### config.mk
export PLATFORM = sky130hd
export DESIGN_NAME = led_walker
export DESIGN_NICKNAME = d
export VERILOG_FILES = /design/src/rtl/led_walker_pkg.sv /design/src/rtl/msb_edge_tick.sv /design/src/rtl/led_walker.sv
export SDC_FILE = /design/constraint.sdc
export NUM_CORES = 1
export LEC_CHECK = 0
export CAP_MARGIN = 20
export CORE_MARGIN = 10
export CORE_UTILIZATION = 40
export CTS_CLUSTER_DIAMETER = 120
export DETAILED_ROUTE_END_ITERATION = 12
export PLACE_DENSITY_LB_ADDON = 0.1
export SETUP_SLACK_MARGIN = 0.3
export SLEW_MARGIN = 25
export SYNTH_ARGS = -nofsm -noshare
export SYNTH_HDL_FRONTEND = slang
export SYNTH_SLANG_ARGS = --single-unit
### constraint.sdc
create_clock -name i_clk -period 1.9 [get_ports i_clk]
set_clock_uncertainty 0.2 [all_clocks]
set_input_delay 0.19 -clock i_clk [delete_from_list [all_inputs] [get_ports i_clk]]
set_output_delay 0.19 -clock i_clk [all_outputs]
set_load 0.02 [all_outputs]
### src/rtl/led_walker_pkg.sv
// led_walker shared types and default parameters.
// Imported by the LED walker top and its tick sub-module.
package led_walker_pkg;

  typedef enum logic [1:0] {
    IDLE = 2'd0,
    FWD  = 2'd1,
    BWD  = 2'd2
  } state_t;

  localparam int unsigned DEF_WIDTH = 24;
  localparam int unsigned DEF_NLEDS = 8;

endpackage

### src/rtl/msb_edge_tick.sv
// Rising-edge detector on a counter MSB.
// Reusable tick source for any blinky-counter consumer.
module msb_edge_tick (
  input  logic i_clk,
  input  logic i_rst_n,
  input  logic i_bit,
  output logic o_tick
);

  logic msb_q;

  always_ff @(posedge i_clk or negedge i_rst_n) begin
    if (!i_rst_n) begin
      msb_q <= 1'b0;
    end else begin
      msb_q <= i_bit;
    end
  end

  assign o_tick = i_bit & ~msb_q;

endmodule

### src/rtl/led_walker.sv
// Knight Rider LED sweep stepped by the blinky counter MSB.
// Define LED_WALKER_LOOP_EN for continuous looping with i_stop.
module led_walker
  import led_walker_pkg::*;
#(
  parameter int unsigned WIDTH = DEF_WIDTH,
  parameter int unsigned NLEDS = DEF_NLEDS
) (
  input  logic             i_clk,
  input  logic             i_rst_n,
  input  logic [WIDTH-1:0] i_counter,
  input  logic             i_start,
`ifdef LED_WALKER_LOOP_EN
  input  logic             i_stop,
`endif
  output logic             o_busy,
  output logic             o_done,
  output logic [NLEDS-1:0] o_led
);

  localparam logic [NLEDS-1:0] LED0 = NLEDS'(1);

  state_t           state_q, state_d;
  logic [NLEDS-1:0] led_q, led_d;
  logic             tick;
  logic             unused_cnt;

  assign unused_cnt = ^i_counter[WIDTH-2:0];

  msb_edge_tick u_tick (
    .i_clk   (i_clk),
    .i_rst_n (i_rst_n),
    .i_bit   (i_counter[WIDTH-1]),
    .o_tick  (tick)
  );

`ifdef LED_WALKER_LOOP_EN
  logic stop_q, stop_d;

  always_ff @(posedge i_clk or negedge i_rst_n) begin
    if (!i_rst_n) begin
      stop_q <= 1'b0;
    end else begin
      stop_q <= stop_d;
    end
  end
`endif

  always_ff @(posedge i_clk or negedge i_rst_n) begin
    if (!i_rst_n) begin
      state_q <= IDLE;
      led_q   <= '0;
    end else begin
      state_q <= state_d;
      led_q   <= led_d;
    end
  end

  always_comb begin
    state_d = state_q;
    led_d   = led_q;
    o_done  = 1'b0;
`ifdef LED_WALKER_LOOP_EN
    stop_d  = stop_q;
    if (state_q != IDLE) begin
      stop_d = stop_q | i_stop;
    end
`endif
    unique case (state_q)
      IDLE: begin
        if (i_start) begin
          state_d = FWD;
          led_d   = LED0;
`ifdef LED_WALKER_LOOP_EN
          stop_d  = 1'b0;
`endif
        end
      end
      FWD: begin
        if (tick) begin
          // Bounce at the top without repeating the MSB position.
          if (led_q[NLEDS-1]) begin
            state_d = BWD;
            led_d   = led_q >> 1;
          end else begin
            led_d   = led_q << 1;
          end
        end
      end
      BWD: begin
        if (tick) begin
          if (led_q[0]) begin
            o_done  = 1'b1;
            state_d = IDLE;
            led_d   = '0;
`ifdef LED_WALKER_LOOP_EN
            if (!(stop_q | i_stop)) begin
              state_d = FWD;
              led_d   = LED0;
              stop_d  = 1'b0;
            end
`endif
          end else begin
            led_d = led_q >> 1;
          end
        end
      end
      default: begin
        state_d = IDLE;
        led_d   = '0;
      end
    endcase
  end

  assign o_busy = (state_q != IDLE);
  assign o_led  = led_q;

endmodule

==> results.ini, run 1 <==
[status]
outcome=completed

[final_layout]
instances_no_fill=139
n_antenna_cell=0
n_fill_cell=195
final_cell_mix=nor2_1 (13), nand2_1 (12), a31oi_1 (11)
nets=140
regArea_um2=277
final_common_cell=nor2_1
final_area_um2=1020
multiInputGateArea_um2=464
drive_above_1_share_pct=25.0
syn_to_final_growth_pct=28.7

[yosys]
ys_seq_area_share_pct=34.6
synth_top_family_by_area=compound AO/OA/AOI/OAI gates
synth_cell_types=26
yosys.area_share.simple_pct=20.8
synth_compound_area_share_pct=24.3
synth-adder-area-share_pct=0
muxShareOfSynthArea_pct=11.0
synthXorXnorAreaFrac_pct=0
synthesis.area_um2=795
syn_avg_cell_area_um2=8.73
syn_inst=91
synth-warning-count=0
ys_seq_elements=11
synth_fp_nets=118

[timing]
rsz0062_at_grt=yes
setup_tns_ns=0
hold_violations=0
final.min_clock_period_ns=1.66
worstMarginPinSlew_ns=0.541
max_freq_mhz=601
setup_viol=0
finalMaxSlewViolations=0
slew_headroom_pct=63.8
fin_crit_sh_pct=87.6

[worst_setup_path]
cp_slowest_cell=dfrtp_1
cp_max_fo=4
cp-end-kind=primary output
arrival_ns=1.27
worst-path-buf-inv=1
reg2reg_from=state_q[0]
crit_type=reg2out
crit_family=flip-flops
crit_cells=3
r2r_cells=5
crit_path_cell_trace=nor2b_2 -> and3_1 -> clkdlybuf4s15_2
worstSetupStartpointType=flip-flop
critPathMaxStageDelay_ns=0.43
critPathLaunch=state_q[0]
critical_path_required_ns=1.51

[global_route]
grt_antenna_before_repair=0
grt_util_met3_pct=3.95
grt_usage_pct=10.5
grt_util_met2_pct=14.3
grt_overflow=0
grt.busiest_layer=met2
grt_pass1_vias=738
grt_pass1_wl_mm=3.50
grt_max_degree=21
met1_usage_pct=13.8

[power_and_ir_drop]
clkPwrFrac_pct=9.6
p_int_mw=0.973
p_per_area_nw_per_um2=1710
p_switching_mw=0.773
swShare_pct=44.3
max-vdd-ir-drop_uv=787
seq_power_share_pct=28.0
p_leak_nw=0.458
combPwrFrac_pct=62.4

[clock_network]
cts_buffers=3
cts_tree=done
cts_root_buf=clkbuf_4
numClockSinks=11
cts_hold_buf=0
clk_pin_slew_ns=0.08
insertion_delay_ns=0.27
htree_levels=1
clk_path_buf_depth=2

[floorplanning]
io_pins=37
die_h_um=64.6
die_x_um=64.6
die-area_um2=4170
coreArea_um2=1920
initial_core_util_pct=41.3
rows=16

[placed_design]
placed_cells=130
numPortBuffers=13
placed_cell_area_um2=946
gp_congestion=0.757
hpwl_mm=1.32

[drt]
routedWlPerCell_um=14.3
drc=0
via_count=747
first_iter_violations=22
wirelength_mm=1.99
viasPerCell=5.37
dr.pass1.iters=5
antenna_left=0

[hold_path]
min_path_type=in2async

[flow_run]
cap_violations=0

==> flip-flops by register name, summed over array words and instances, names as in the netlist <==
signal and flops:
o_led 8, state_q 2, u_tick.msb_q 1
==> power groups by stage <==
stage	registers (mW)	clock network (mW)	logic [mW]
floorplan	0.558	0	0.648
global placement	0.501	0	1.03
detailed placement	0.502	0	1.05
CTS	0.483	0.178	1.04
global route	0.519	0.187	1.21
finish	0.489	0.168	1.09
==> synthesized netlist by cell type (all sizes together) <==
| master | count | area share, % |
|---|---|---|
| a21o | 1 | 0.95 |
| a21oi | 1 | 0.63 |
| a22o | 6 | 6.6 |
| a311oi | 1 | 1.1 |
| a31oi | 12 | 9.4 |
| a32o | 1 | 1.3 |
| and3 | 1 | 0.79 |
| and4 | 1 | 1.1 |
| buf | 7 | 7.9 |
| clkbuf | 1 | 0.47 |
| dfrtp | 11 | 35 |
| inv | 2 | 0.95 |
| mux2 | 5 | 8.5 |
| mux2i | 2 | 2.5 |
| nand2 | 13 | 6.1 |
| nand3 | 1 | 0.63 |
| nor2 | 14 | 6.6 |
| nor2b | 3 | 2.4 |
| nor3b | 1 | 2.4 |
| o21a | 1 | 0.95 |
| o21ai | 4 | 2.5 |
| o22ai | 1 | 0.79 |
| or2 | 1 | 0.79 |
==> logic make-up (layout without fill, tap and decap cells) <==
kind of cell,after synthesis,count (layout)
multiplexers,7,7
buffers and inverters,10,31
AND/OR/NAND/NOR,35,35
flip-flops,11,11
AO/OA/AOI/OAI,28,28
==> worst reg2reg max path, cell delays in order (launching register included) <==
cell and delay (ns):
dfrtp_1 0.43, buf_6 0.14, nor3b_4 0.34, nand2_1 0.12
a31oi_1 0.20, a22o_1 0.14
==> repair_timing <==
action	CTS	global route
setup buffers	3	2
pin swaps	4	13
endpoints found under the setup margin	16	10
resized for setup	17	5
==> layout make-up <==
cell class                 instances  share of cell area [%]
timing repair buffer              25                    20.9
inverter                           2                   0.734
sequential                        11                    27.1
tap                               27                    3.30
clock buffer                       4                    2.57
multi-input combinational         70                    45.4
==> path summary, 6_finish.rpt <==
kind,slack [ns],end
worst max-delay path,0.24,o_done
worst min-delay path,0.06,o_led[1]
worst max register to register,0.27,o_led[3]
worst min register to register,0.42,state_q[0]
max in group asynchronous,1.05,o_led[7]
min in group i_clk,0.18,u_tick.msb_q
==> routing by layer <==
layer / part of all wire, % / vias to the layer above / routed length [um]
li1: - / 372 / -
met3: 6.0 / 4 / 119
met4: 1.3 / 0 / 26
met1: 50 / 355 / 997
met5: 0 / - / 0
met2: 43 / 16 / 848
==> per-stage QoR <==
step | hold WS, ns | power, mW | util, % | setup WS, ns
6_report | 0.0636 | 1.75 | 53.2 | 0.235
3_5_place_dp | 0.363 | 1.55 | 49.2 | -0.0857
5_1_grt | 0.0999 | 1.91 | 53.2 | 0.155
4_1_cts | 0.0747 | 1.70 | 51.4 | 0.183
2_1_floorplan | -0.306 | 1.21 | - | 0.321
3_3_place_gp | 0.358 | 1.53 | 49.2 | -0.0785
Note: power is estimated with default switching activity, not from simulation.
==> run 2, diff against run 1 <==
--- a/config.mk
+++ b/config.mk
@@ -11,8 +11,8 @@
 export CTS_CLUSTER_DIAMETER = 120
 export DETAILED_ROUTE_END_ITERATION = 12
 export PLACE_DENSITY_LB_ADDON = 0.1
+export RECOVER_POWER = 100
 export SETUP_SLACK_MARGIN = 0.3
-export SLEW_MARGIN = 25
 export SYNTH_ARGS = -nofsm -noshare
 export SYNTH_HDL_FRONTEND = slang
 export SYNTH_SLANG_ARGS = --single-unit
==> run 2 against run 1 <==
Combinational power shrank 5%. Via count is 2.5% lower. Critical endpoint unchanged. Wire length increased by 0.50%. Largest cell class unchanged.
==> results.ini, run 2 (same netlist as run 1, synthesis figures left out) <==
[status]
outcome=completed  ; unchanged

[final_layout]
nets=140  ; unchanged
final_area_um2=1000  ; was 1020 um2
syn_to_final_growth_pct=26.3  ; was 28.7%
final_common_cell=nor2_1  ; unchanged
drive_above_1_share_pct=21.4  ; was 25.0%
fin_util_pct=52.2  ; was 53.2%
n_fill_cell=200  ; was 195
final_cell_mix=nor2_1 (13), nand2_1 (12), a31oi_1 (11), dfrtp_1 (11)  ; was nor2_1 (13), nand2_1 (12), a31oi_1 (11)
largest_reg_flops=8  ; unchanged
n_antenna_cell=0  ; unchanged

[timing]
max_freq_mhz=586  ; was 601 MHz
fin_crit_sh_pct=89.8  ; was 87.6%
worstMarginPinSlew_ns=0.542  ; was 0.541 ns
hold_violations=0  ; unchanged
finalMaxSlewViolations=0  ; unchanged
final.min_clock_period_ns=1.71  ; was 1.66 ns
setup_viol=0  ; unchanged
whs_ns=0.134  ; was 0.0636 ns
layout_setup_ws_ns=0.195  ; was 0.235 ns
slew_headroom_pct=63.7  ; was 63.8%
rsz0062_at_grt=yes  ; unchanged

[drt]
first_iter_violations=18  ; was 22
wirelength_mm=2.00  ; was 1.99 mm
drc=0  ; unchanged
viasPerCell=5.24  ; was 5.37
via_count=728  ; was 747
dr.pass1.iters=4  ; was 5
antenna_left=0  ; unchanged
routedWlPerCell_um=14.4  ; was 14.3 um

[placed_design]
numPortBuffers=13  ; unchanged
placed_cell_area_um2=946  ; unchanged
hpwl_mm=1.32  ; unchanged
dp_slack_ns=-0.0857  ; unchanged
gp_congestion=0.757  ; unchanged

[clock_network]
htree_levels=1  ; unchanged
clk_path_buf_depth=2  ; unchanged
cts_tree=done  ; unchanged
cts_root_buf=clkbuf_4  ; unchanged
cts_buffers=3  ; unchanged
clk_pin_slew_ns=0.08  ; about the same
cts_hold_buf=0  ; unchanged
numClockSinks=11  ; unchanged
insertion_delay_ns=0.27  ; about the same

[global_route]
grt_pass1_vias=738  ; unchanged
grt_overflow=0  ; unchanged
grt_antenna_before_repair=0  ; unchanged
grt_usage_pct=10.5  ; unchanged
grt_max_degree=21  ; unchanged
grt_pass1_wl_mm=3.50  ; unchanged

[worst_setup_path]
arrival_ns=1.32  ; was 1.27 ns
critical_path_required_ns=1.51  ; about the same
cp-end-kind=primary output  ; unchanged
crit_type=in2out  ; was reg2out
worstSetupStartpointType=input port  ; was flip-flop
cp_max_fo=2  ; was 4

[floorplanning]
initial_core_util_pct=41.3  ; unchanged
coreArea_um2=1920  ; unchanged
die-area_um2=4170  ; unchanged
io_pins=37  ; unchanged
die_h_um=64.6  ; unchanged
rows=16  ; unchanged
die_x_um=64.6  ; unchanged

[power_and_ir_drop]
p_per_area_nw_per_um2=1690  ; was 1710 nW/um2
p_leak_nw=0.448  ; was 0.458 nW
max-vdd-ir-drop_uv=780  ; was 787 uV
p_total_mw=1.69  ; was 1.75 mW

[flow_run]
cap_violations=0  ; unchanged

[hold_path]
min_path_type=in2async  ; unchanged

## run 2: cell count changes in the layout (fill, tap and decap cells not counted)
cell             delta
buf_6               -1
buf_4               -2
mux2_4              -1
clkdlybuf4s50_1     -2
dfrtp_2             -1
dfrtp_1             +1
mux2_1              +1
clkbuf_2            +1
clkbuf_1            +2
dlygate4sd3_1       +2
## run 2: where the power goes
part           leakage [nW]  switching, mW  internal, mW
Clock                0.0150         0.0851        0.0813
Combinational         0.302          0.534         0.510
Sequential            0.132          0.146         0.336
Total                 0.448          0.765         0.927
## run 2: cell type report
type                       count  area [um2]  share of cell area [%]
clock buffer                   4        26.3                    2.62
inverter                       2        7.51                   0.748
multi-input combinational     70         460                    45.9
sequential                    11         275                    27.4
tap                           27        33.8                    3.37
timing repair buffer          25         200                    20.0
## run 2: worst paths after layout
check / startpoint / to / slack (ns) / depth (start not counted)
worst min register to register: state_q[1] / state_q[0] / 0.42 / 2
worst max-delay path: i_counter[23] / o_done / 0.19 / 4
worst max register to register: state_q[0] / o_led[3] / 0.24 / 5
min in group i_clk: i_counter[23] / u_tick.msb_q / 0.29 / 1
worst min-delay path: i_rst_n / o_led[1] / 0.13 / 1
max in group asynchronous: i_rst_n / state_q[0] / 1.01 / 1
## run 2: worst max-delay path, stage by stage
cell and delay [ns]:
dlygate4sd3_1 0.53, nor2b_1 0.17, and3_1 0.17, clkdlybuf4s15_2 0.25
## run 2: layer usage
| metal | part of all wire, % | wire [um] | GRT usage (%) |
|---|---|---|---|
| met1 | 51 | 1010 | 13.8 |
| met2 | 42 | 844 | 14.3 |
| met3 | 5.9 | 119 | 3.95 |
| met4 | 1.3 | 26 | 5.61 |
| met5 | 0 | 0 | 0 |
## run 2: what timing repair did
| action | in CTS | in global routing |
|---|---|---|
| setup endpoints to repair | 16 | 10 |
| pin swaps | 4 | 13 |
| buffers inserted | 3 | 2 |
| gates resized for setup | 17 | 5 |
## run 2: metrics by stage
stage	setup TNS, ns	cells
2_1_floorplan	0	91
3_3_place_gp	-0.0785	130
3_5_place_dp	-0.0857	130
4_1_cts	0	137
5_1_grt	0	139
6_report	0	139
==> run 3, diff against run 2 <==
--- a/config.mk
+++ b/config.mk
@@ -6,7 +6,7 @@
 export NUM_CORES = 1
 export LEC_CHECK = 0
 export CAP_MARGIN = 20
-export CORE_MARGIN = 10
+export CORE_MARGIN = 1
 export CORE_UTILIZATION = 40
 export CTS_CLUSTER_DIAMETER = 120
 export DETAILED_ROUTE_END_ITERATION = 12
==> run 3 against run 2 <==
Critical path depth unchanged. Fmax grew 0.54%. Via count up 3.3%. Combinational power hardly changed. Worst hold slack got worse by 0.017 ns. Largest power group unchanged.
==> results.ini, run 3 (same netlist as run 1, synthesis figures left out) <==
[status]
outcome=completed  ; unchanged

[clock_network]
clk_path_buf_depth=2  ; unchanged
cts_tree=done  ; unchanged
cts_buffers=3  ; unchanged
numClockSinks=11  ; unchanged
htree_levels=1  ; unchanged
insertion_delay_ns=0.28  ; was 0.27 ns
cts_root_buf=clkbuf_4  ; unchanged
clk_pin_slew_ns=0.08  ; about the same
cts_hold_buf=0  ; unchanged

[timing]
worstMarginPinSlew_ns=0.514  ; was 0.542 ns
layout_setup_ws_ns=0.204  ; was 0.195 ns
final.min_clock_period_ns=1.70  ; was 1.71 ns
setup_viol=0  ; unchanged
hold_violations=0  ; unchanged
slew_headroom_pct=65.6  ; was 63.7%
fin_crit_sh_pct=89.3  ; was 89.8%
whs_ns=0.117  ; was 0.134 ns
finalMaxSlewViolations=0  ; unchanged
max_freq_mhz=590  ; was 586 MHz
rsz0062_at_grt=yes  ; unchanged

[worst_setup_path]
reg2reg_slack_ns=0.27  ; was 0.24 ns
regToRegEndpoint=o_led[2]  ; was o_led[3]
crit_type=in2out  ; unchanged
cp_max_fo=2  ; unchanged
worst-path-buf-inv=2  ; unchanged
critical_path_required_ns=1.51  ; about the same
cp_slowest_cell=dlygate4sd3_1  ; unchanged
critPathMaxStageDelay_ns=0.53  ; about the same
critPathLaunch=i_counter[23]  ; unchanged
arrival_ns=1.31  ; was 1.32 ns
reg2reg_from=o_led[0]  ; was state_q[0]
crit_path_cell_trace=dlygate4sd3_1 -> nor2b_1 -> and3_1 -> clkbuf_1  ; was dlygate4sd3_1 -> nor2b_1 -> and3_1 -> clkdlybuf4s15_2
r2r_cells=5  ; unchanged
cp-end-kind=primary output  ; unchanged
crit_family=buffers and inverters  ; unchanged
worstSetupStartpointType=input port  ; unchanged

[floorplanning]
rows=15  ; was 16
initial_core_util_pct=44.1  ; was 41.3%
die_x_um=46.6  ; was 64.6 um
coreArea_um2=1800  ; was 1920 um2
die_h_um=46.6  ; was 64.6 um
die-area_um2=2170  ; was 4170 um2
io_pins=37  ; unchanged

[drt]
routedWlPerCell_um=13.2  ; was 14.4 um
via_count=752  ; was 728
dr.pass1.iters=4  ; unchanged
antenna_left=0  ; unchanged
wirelength_mm=1.77  ; was 2.00 mm
drc=0  ; unchanged
viasPerCell=5.61  ; was 5.24
first_iter_violations=13  ; was 18

[global_route]
grt_overflow=0  ; unchanged
grt_pass1_wl_mm=3.01  ; was 3.50 mm
grt_antenna_before_repair=0  ; unchanged
grt_usage_pct=19.9  ; was 10.5%
grt_max_degree=21  ; unchanged
grt_pass1_vias=694  ; was 738

[power_and_ir_drop]
p_leak_nw=0.439  ; was 0.448 nW
p_per_area_nw_per_um2=1700  ; was 1690 nW/um2
max-vdd-ir-drop_uv=708  ; was 780 uV

[placed_design]
gp_congestion=0.783  ; was 0.757
dp_slack_ns=-0.0612  ; was -0.0857 ns
hpwl_mm=1.21  ; was 1.32 mm
numPortBuffers=13  ; unchanged

[final_layout]
nets=137  ; was 140
final_common_cell=nor2_1  ; unchanged
drive_above_1_share_pct=19.3  ; was 21.4%
multiInputGateArea_um2=450  ; was 460 um2
n_fill_cell=182  ; was 200
final_cell_mix=nor2_1 (14), nand2_1 (13), a31oi_1 (12)  ; was nor2_1 (13), nand2_1 (12), a31oi_1 (11), dfrtp_1 (11)
regArea_um2=277  ; was 275 um2
fin_util_pct=54.2  ; was 52.2%
syn_to_final_growth_pct=22.8  ; was 26.3%
largest_reg_flops=8  ; unchanged
n_antenna_cell=0  ; unchanged

[hold_path]
min_path_type=in2async  ; unchanged

[flow_run]
cap_violations=0  ; unchanged

-- run 3: cell count changes in the layout (fill, tap and decap cells not counted), sizes merged --
cell | before | now
buf | 10 | 9
clkbuf | 7 | 6
clkdlybuf4s15 | 1 | 0
clkdlybuf4s50 | 1 | 0
dlygate4sd3 | 2 | 3
-- run 3: through the flow --
stage	instance area [um2]	std cells	power, mW	TNS [ns]
final	976	134	1.66	0
after global routing	976	134	1.81	0
after floorplan	796	91	1.21	0
after CTS	981	134	1.68	0
after detailed placement	951	129	1.55	-0.0612
after global placement	951	129	1.53	-0.0565
-- run 3: what timing repair did --
item                       in CTS  in global routing
gates resized for setup        14                  9
setup buffers                   1                  0
pin swaps                       0                  7
setup endpoints to repair      15                  9
-- run 3: where the power goes --
part           leakage (nW)  internal [mW]  switching (mW)
combinational         0.294          0.504           0.524
clock                0.0150         0.0815          0.0821
sequential            0.130          0.338           0.132
total                 0.439          0.924           0.739
-- run 3: final cells by class --
type / count / area share [%]
inverter: 2 / 0.769
sequential: 11 / 28.3
multi-input combinational: 70 / 46.2
tap: 25 / 3.21
clock buffer: 4 / 2.69
timing repair buffer: 22 / 18.8
-- run 3: metal layers --
metal  global-route usage (%)  part of all wire, %
met2                     31.7                   47
met4                     6.47                 0.62
met1                     25.2                   46
met5                        0                    0
met3                     6.27                  5.8
-- run 3: how the worst max path moves through the flow --
stage / to / slack (ns) / cells after the start
2_1_floorplan: o_led[3] / 0.32 / 5
3_3_place_gp: o_done / -0.06 / 4
3_5_place_dp: o_done / -0.06 / 4
4_1_cts: o_done / 0.14 / 3
5_1_grt: o_done / 0.13 / 4
6_report: o_done / 0.20 / 4
==> variant 1: new RTL, flow settings as in run 3 <==
Re-encode `state_t` (3 states) as one-hot, 3 bits wide.
--- a/src/rtl/led_walker_pkg.sv
+++ b/src/rtl/led_walker_pkg.sv
@@ -3,8 +3,8 @@
 package led_walker_pkg;
 
-  typedef enum logic [1:0] {
-    IDLE = 2'd0,
-    FWD  = 2'd1,
-    BWD  = 2'd2
+  typedef enum logic [2:0] {
+    IDLE = 3'b001,
+    FWD  = 3'b010,
+    BWD  = 3'b100
   } state_t;
 
Formal check against the unedited RTL: same outputs for any inputs over 10 cycles, from zero or initial values and one cycle with i_rst_n low; not proved beyond that.
==> variant 1 against run 3 <==
Critical endpoint is now o_led[0]; global-route usage down 0.87 points; worst setup slack worse by 0.034 ns; wire length down 10%; non-clock buffer count up 1; sequential share of layout area up 2.8 points; maximum frequency down 2.0%; area after synthesis down 15%; sequential cell count up 1; critical path depth down 2; count of clock-buffer cells in the layout unchanged; design area down 0.26%; power down 30%; utilization up 9.0 points; largest power group unchanged.
==> variant 1: results (changes against run 3) <==
reg2reg start=state_q[1] (was o_led[0]); status=completed (unchanged); top cells by count, synth=a22o_1 (11), dfrtp_1 (11), nand2b_1 (5), a21oi_1 (4), nand2_1 (4) (was nor2_1 (14), nand2_1 (13), a31oi_1 (12), dfrtp_1 (11), a22o_1 (6)); layout cells sized above 1=0.3372 (was 0.1927); Crit path arrival time=1.34 ns (was 1.31 ns); GPL Wtd Cong=0.7801 (was 0.7828); CP Launch Point=o_led[0] (was i_counter[23]); gr usage total=0.1905 (was 0.1992); crit path to=o_led[0] (was o_done); post-synthesis sequential area ratio=0.4455 (was 0.3465); CP Max Fanout=8 (was 2); Post-Synth XOR/XNOR Area=0.01294 (was 0); synth top area cells=dfrtp_1 (41%), a22o_1 (14%), nand2b_1 (4.6%) (was dfrtp_1 (35%), a31oi_1 (9.4%), nor2_1 (6.6%)); initial detailed-routing violation count=18 (was 13); Post-Syn Nets=89 (was 118); max_slew headroom=0.6297 (was 0.6563); antenna cells=0 (unchanged); vias per cell=5.833 (was 5.612); DPL Wire Length=995.2 um (was 1.208 mm); reg-to-reg setup timing slack=0.25 ns (was 0.27 ns); drt wl/cell=15.58 um (was 13.19 um); clk root buf=clkbuf_4 (unchanged); Leakage=0.0004235 uW (was 0.0004394 uW); vias in the first global route=499 (was 694); max FFs per register=8 (unchanged); largest net degree at the start of global routing=13 (was 21); H-tree depth reported by CTS=1 (unchanged); Netlist cell types=25 (was 26); RR Endpoint=o_led[0] (was o_led[2])
[variant 1: repair_timing]
item                                    4_1_cts  5_1_grt
resized for setup                            19       16
endpoints found under the setup margin       16       10
hold buffers                                  0        0
gates cloned                                  0        0
setup buffers                                 1        4
[variant 1: critical path, stage by stage (launching register included)]
cell and delay [ns]:
dfrtp_1 0.35, clkbuf_1 0.33, dlygate4sd2_1 0.38
[variant 1: worst min-delay path by stage]
stage                     startpoint      endpoint  slack [ns]  cells past startpoint
after floorplan              i_rst_n      o_led[0]       -0.31                      0
after global placement    state_q[2]    state_q[1]        0.34                      1
after detailed placement    o_led[3]      o_led[3]        0.35                      1
after CTS                    i_rst_n  u_tick.msb_q        0.09                      1
after global routing         i_rst_n      o_led[6]        0.18                      1
final                        i_rst_n  u_tick.msb_q        0.14                      1
[variant 1: stage by stage]
step	setup WS [ns]	cells	setup TNS, ns	instance area, um2
after floorplan	0.3120	62	0	681.9
after global placement	-0.1575	93	-0.1575	857.1
after detailed placement	-0.1706	93	-0.1706	857.1
after CTS	0.1247	98	0	904.6
after global routing	0.1003	102	0	973.4
final	0.1699	102	0	973.4
[variant 1: area by class of cell]
cell class	instances	area (um2)
Tap cell	16	20.02
Timing Repair Buffer	23	190.2
Inverter	2	7.507
Multi-Input combinational cell	45	416.7
Clock buffer	4	36.28
Sequential cell	12	302.8
Fill cell	136	568.0
[variant 1: power breakdown]
| group | switching, uW | total (uW) | internal [uW] |
|---|---|---|---|
| combinational | 333 | 632 | 299 |
| sequential | 34.1 | 330 | 296 |
| clock | 84.4 | 201 | 117 |
[variant 1: routing by layer]
layer	GRT usage	vias to the layer above	share of wire
met1	0.2754	292	0.49
li1	-	283	-
met4	0.1273	0	0.015
met5	0	-	0
met2	0.2418	16	0.45
met3	0.05106	4	0.048
==> variant 2: new RTL, flow settings as in run 3 <==
Made on the original files. Add a define of `LED_WALKER_LOOP_EN`.
--- a/src/rtl/led_walker.sv
+++ b/src/rtl/led_walker.sv
@@ -1,4 +1,6 @@
 // Knight Rider LED sweep stepped by the blinky counter MSB.
 // Define LED_WALKER_LOOP_EN for continuous looping with i_stop.
+`define LED_WALKER_LOOP_EN
+
 module led_walker
   import led_walker_pkg::*;
Ports: changed (added i_stop); port bits go from 37 to 38. No check against the original RTL was run, so the function may have changed too.
==> variant 2 against run 3 <==
Power fell by 24%; design area fell by 11%; area after synthesis fell by 15%; combinational power fell by 34%; wire length fell by 19%; maximum frequency rose by 3.3%; utilization rose by 1.9 points; die area fell by 14%; global-route usage fell by 2.8 points; worst setup slack improved by 0.054 ns; first-iteration DRC count rose by 23%; critical endpoint is now o_led[7]; sequential cell count rose by 1.
==> variant 2: results (changes against run 3) <==
post-synthesis sequential area ratio=0.4428 (was 0.3465); type of origin of the critical path=flop (was primary input); worst-margin pin slew=0.5601 ns (was 0.5138 ns); Worst Hold Class=in -> reg (was in -> async); GPL Wtd Cong=0.7874 (was 0.7828); maximum vdd drop=0.6495 mV (was 0.7081 mV); Pint=708.8 uW (was 923.8 uW); Filler cells=152 (was 182); final period utilization=0.8645 (was 0.8928); layout cells sized above 1=0.1413 (was 0.1927); largest net degree at the start of global routing=13 (was 21); Metal-1 WL=659 um (was 818 um); final WL=1.428 mm (was 1.768 mm); Netlist cell types=23 (was 26); first-pass GRT wire length=2.332 mm (was 3.008 mm); status=completed (unchanged); reg2reg start=state_q[0] (was o_led[0]); synth top area cells=dfrtp_1 (44%), o2bb2ai_1 (9.0%), a21oi_1 (8.1%) (was dfrtp_1 (35%), a31oi_1 (9.4%), nor2_1 (6.6%)); DPL Wire Length=1.053 mm (was 1.208 mm); clk_lat worst skew=0.26 ns (was 0.28 ns); gr usage total=0.1714 (was 0.1992); Setup WS pre-CTS=-0.1549 ns (was -0.06117 ns); worst r2r path cells=3 (was 5); vias in the first global route=538 (was 694); Crit. End Element=flop (was primary output); Crit path arrival time=1.59 ns (was 1.31 ns); Post-Syn Nets=99 (was 118); Final nets=122 (was 137); DR vias=618 (was 752); top cells by count, synth=nor2_1 (13), dfrtp_1 (12), a21oi_1 (11), o2bb2ai_1 (7), mux2i_1 (5) (was nor2_1 (14), nand2_1 (13), a31oi_1 (12), dfrtp_1 (11), a22o_1 (6))
-- variant 2: changes by cell type after synthesis, sizes merged, moves of 5 or more --
cell	change
a22o	-5
nand2	-10
o2bb2ai	+7
buf	-5
a21oi	+10
a31oi	-12
-- variant 2: final cells by class --
type                            count  share of cell area
Clock buffer                        3             0.02605
Inverter                            2            0.008683
Multi-Input combinational cell     54              0.4081
Sequential cell                    12              0.3473
Tap cell                           16             0.02315
Timing Repair Buffer               21              0.1867
-- variant 2: per-stage QoR --
step	std cells	total power [uW]	cell area [um2]
final	108	1267	864.6
after global routing	108	1359	864.6
after CTS	108	1314	897.1
after detailed placement	105	1214	882.1
after global placement	105	1202	882.1
after floorplan	71	923.4	683.2
-- variant 2: kinds of logic after synthesis --
| logic type | count (synthesis) | synth area share |
|---|---|---|
| AO/OA/AOI/OAI | 25 | 0.2675 |
| buffers and inverters | 5 | 0.03135 |
| flip-flops | 12 | 0.4428 |
| multiplexers | 6 | 0.09594 |
| AND/OR/NAND/NOR | 23 | 0.1624 |
-- variant 2: worst max-delay path, stage by stage (launching register included) --
cell and delay, ns:
dfrtp_1 0.44, buf_4 0.19, o31ai_1 0.36, mux2_4 0.33
-- variant 2: power groups by stage --
stage          clock, uW  sequential [uW]  combinational, uW
5_1_grt              166              461                732
6_report             148              443                676
3_3_place_gp           0              447                755
2_1_floorplan          0              533                390
3_5_place_dp           0              450                763
4_1_cts              159              445                709
-- variant 2: repair_timing --
item | CTS | global route
setup buffers | 0 | 0
endpoints found under the setup margin | 18 | 10
pin swaps | 1 | 0
resized for setup | 18 | 2
-- variant 2: per-layer routing --
layer / track usage / up-vias
li1: - / 299
met1: 0.2252 / 303
met2: 0.2597 / 14
met3: 0.02553 / 2
met4: 0.1091 / 0
met5: 0 / -
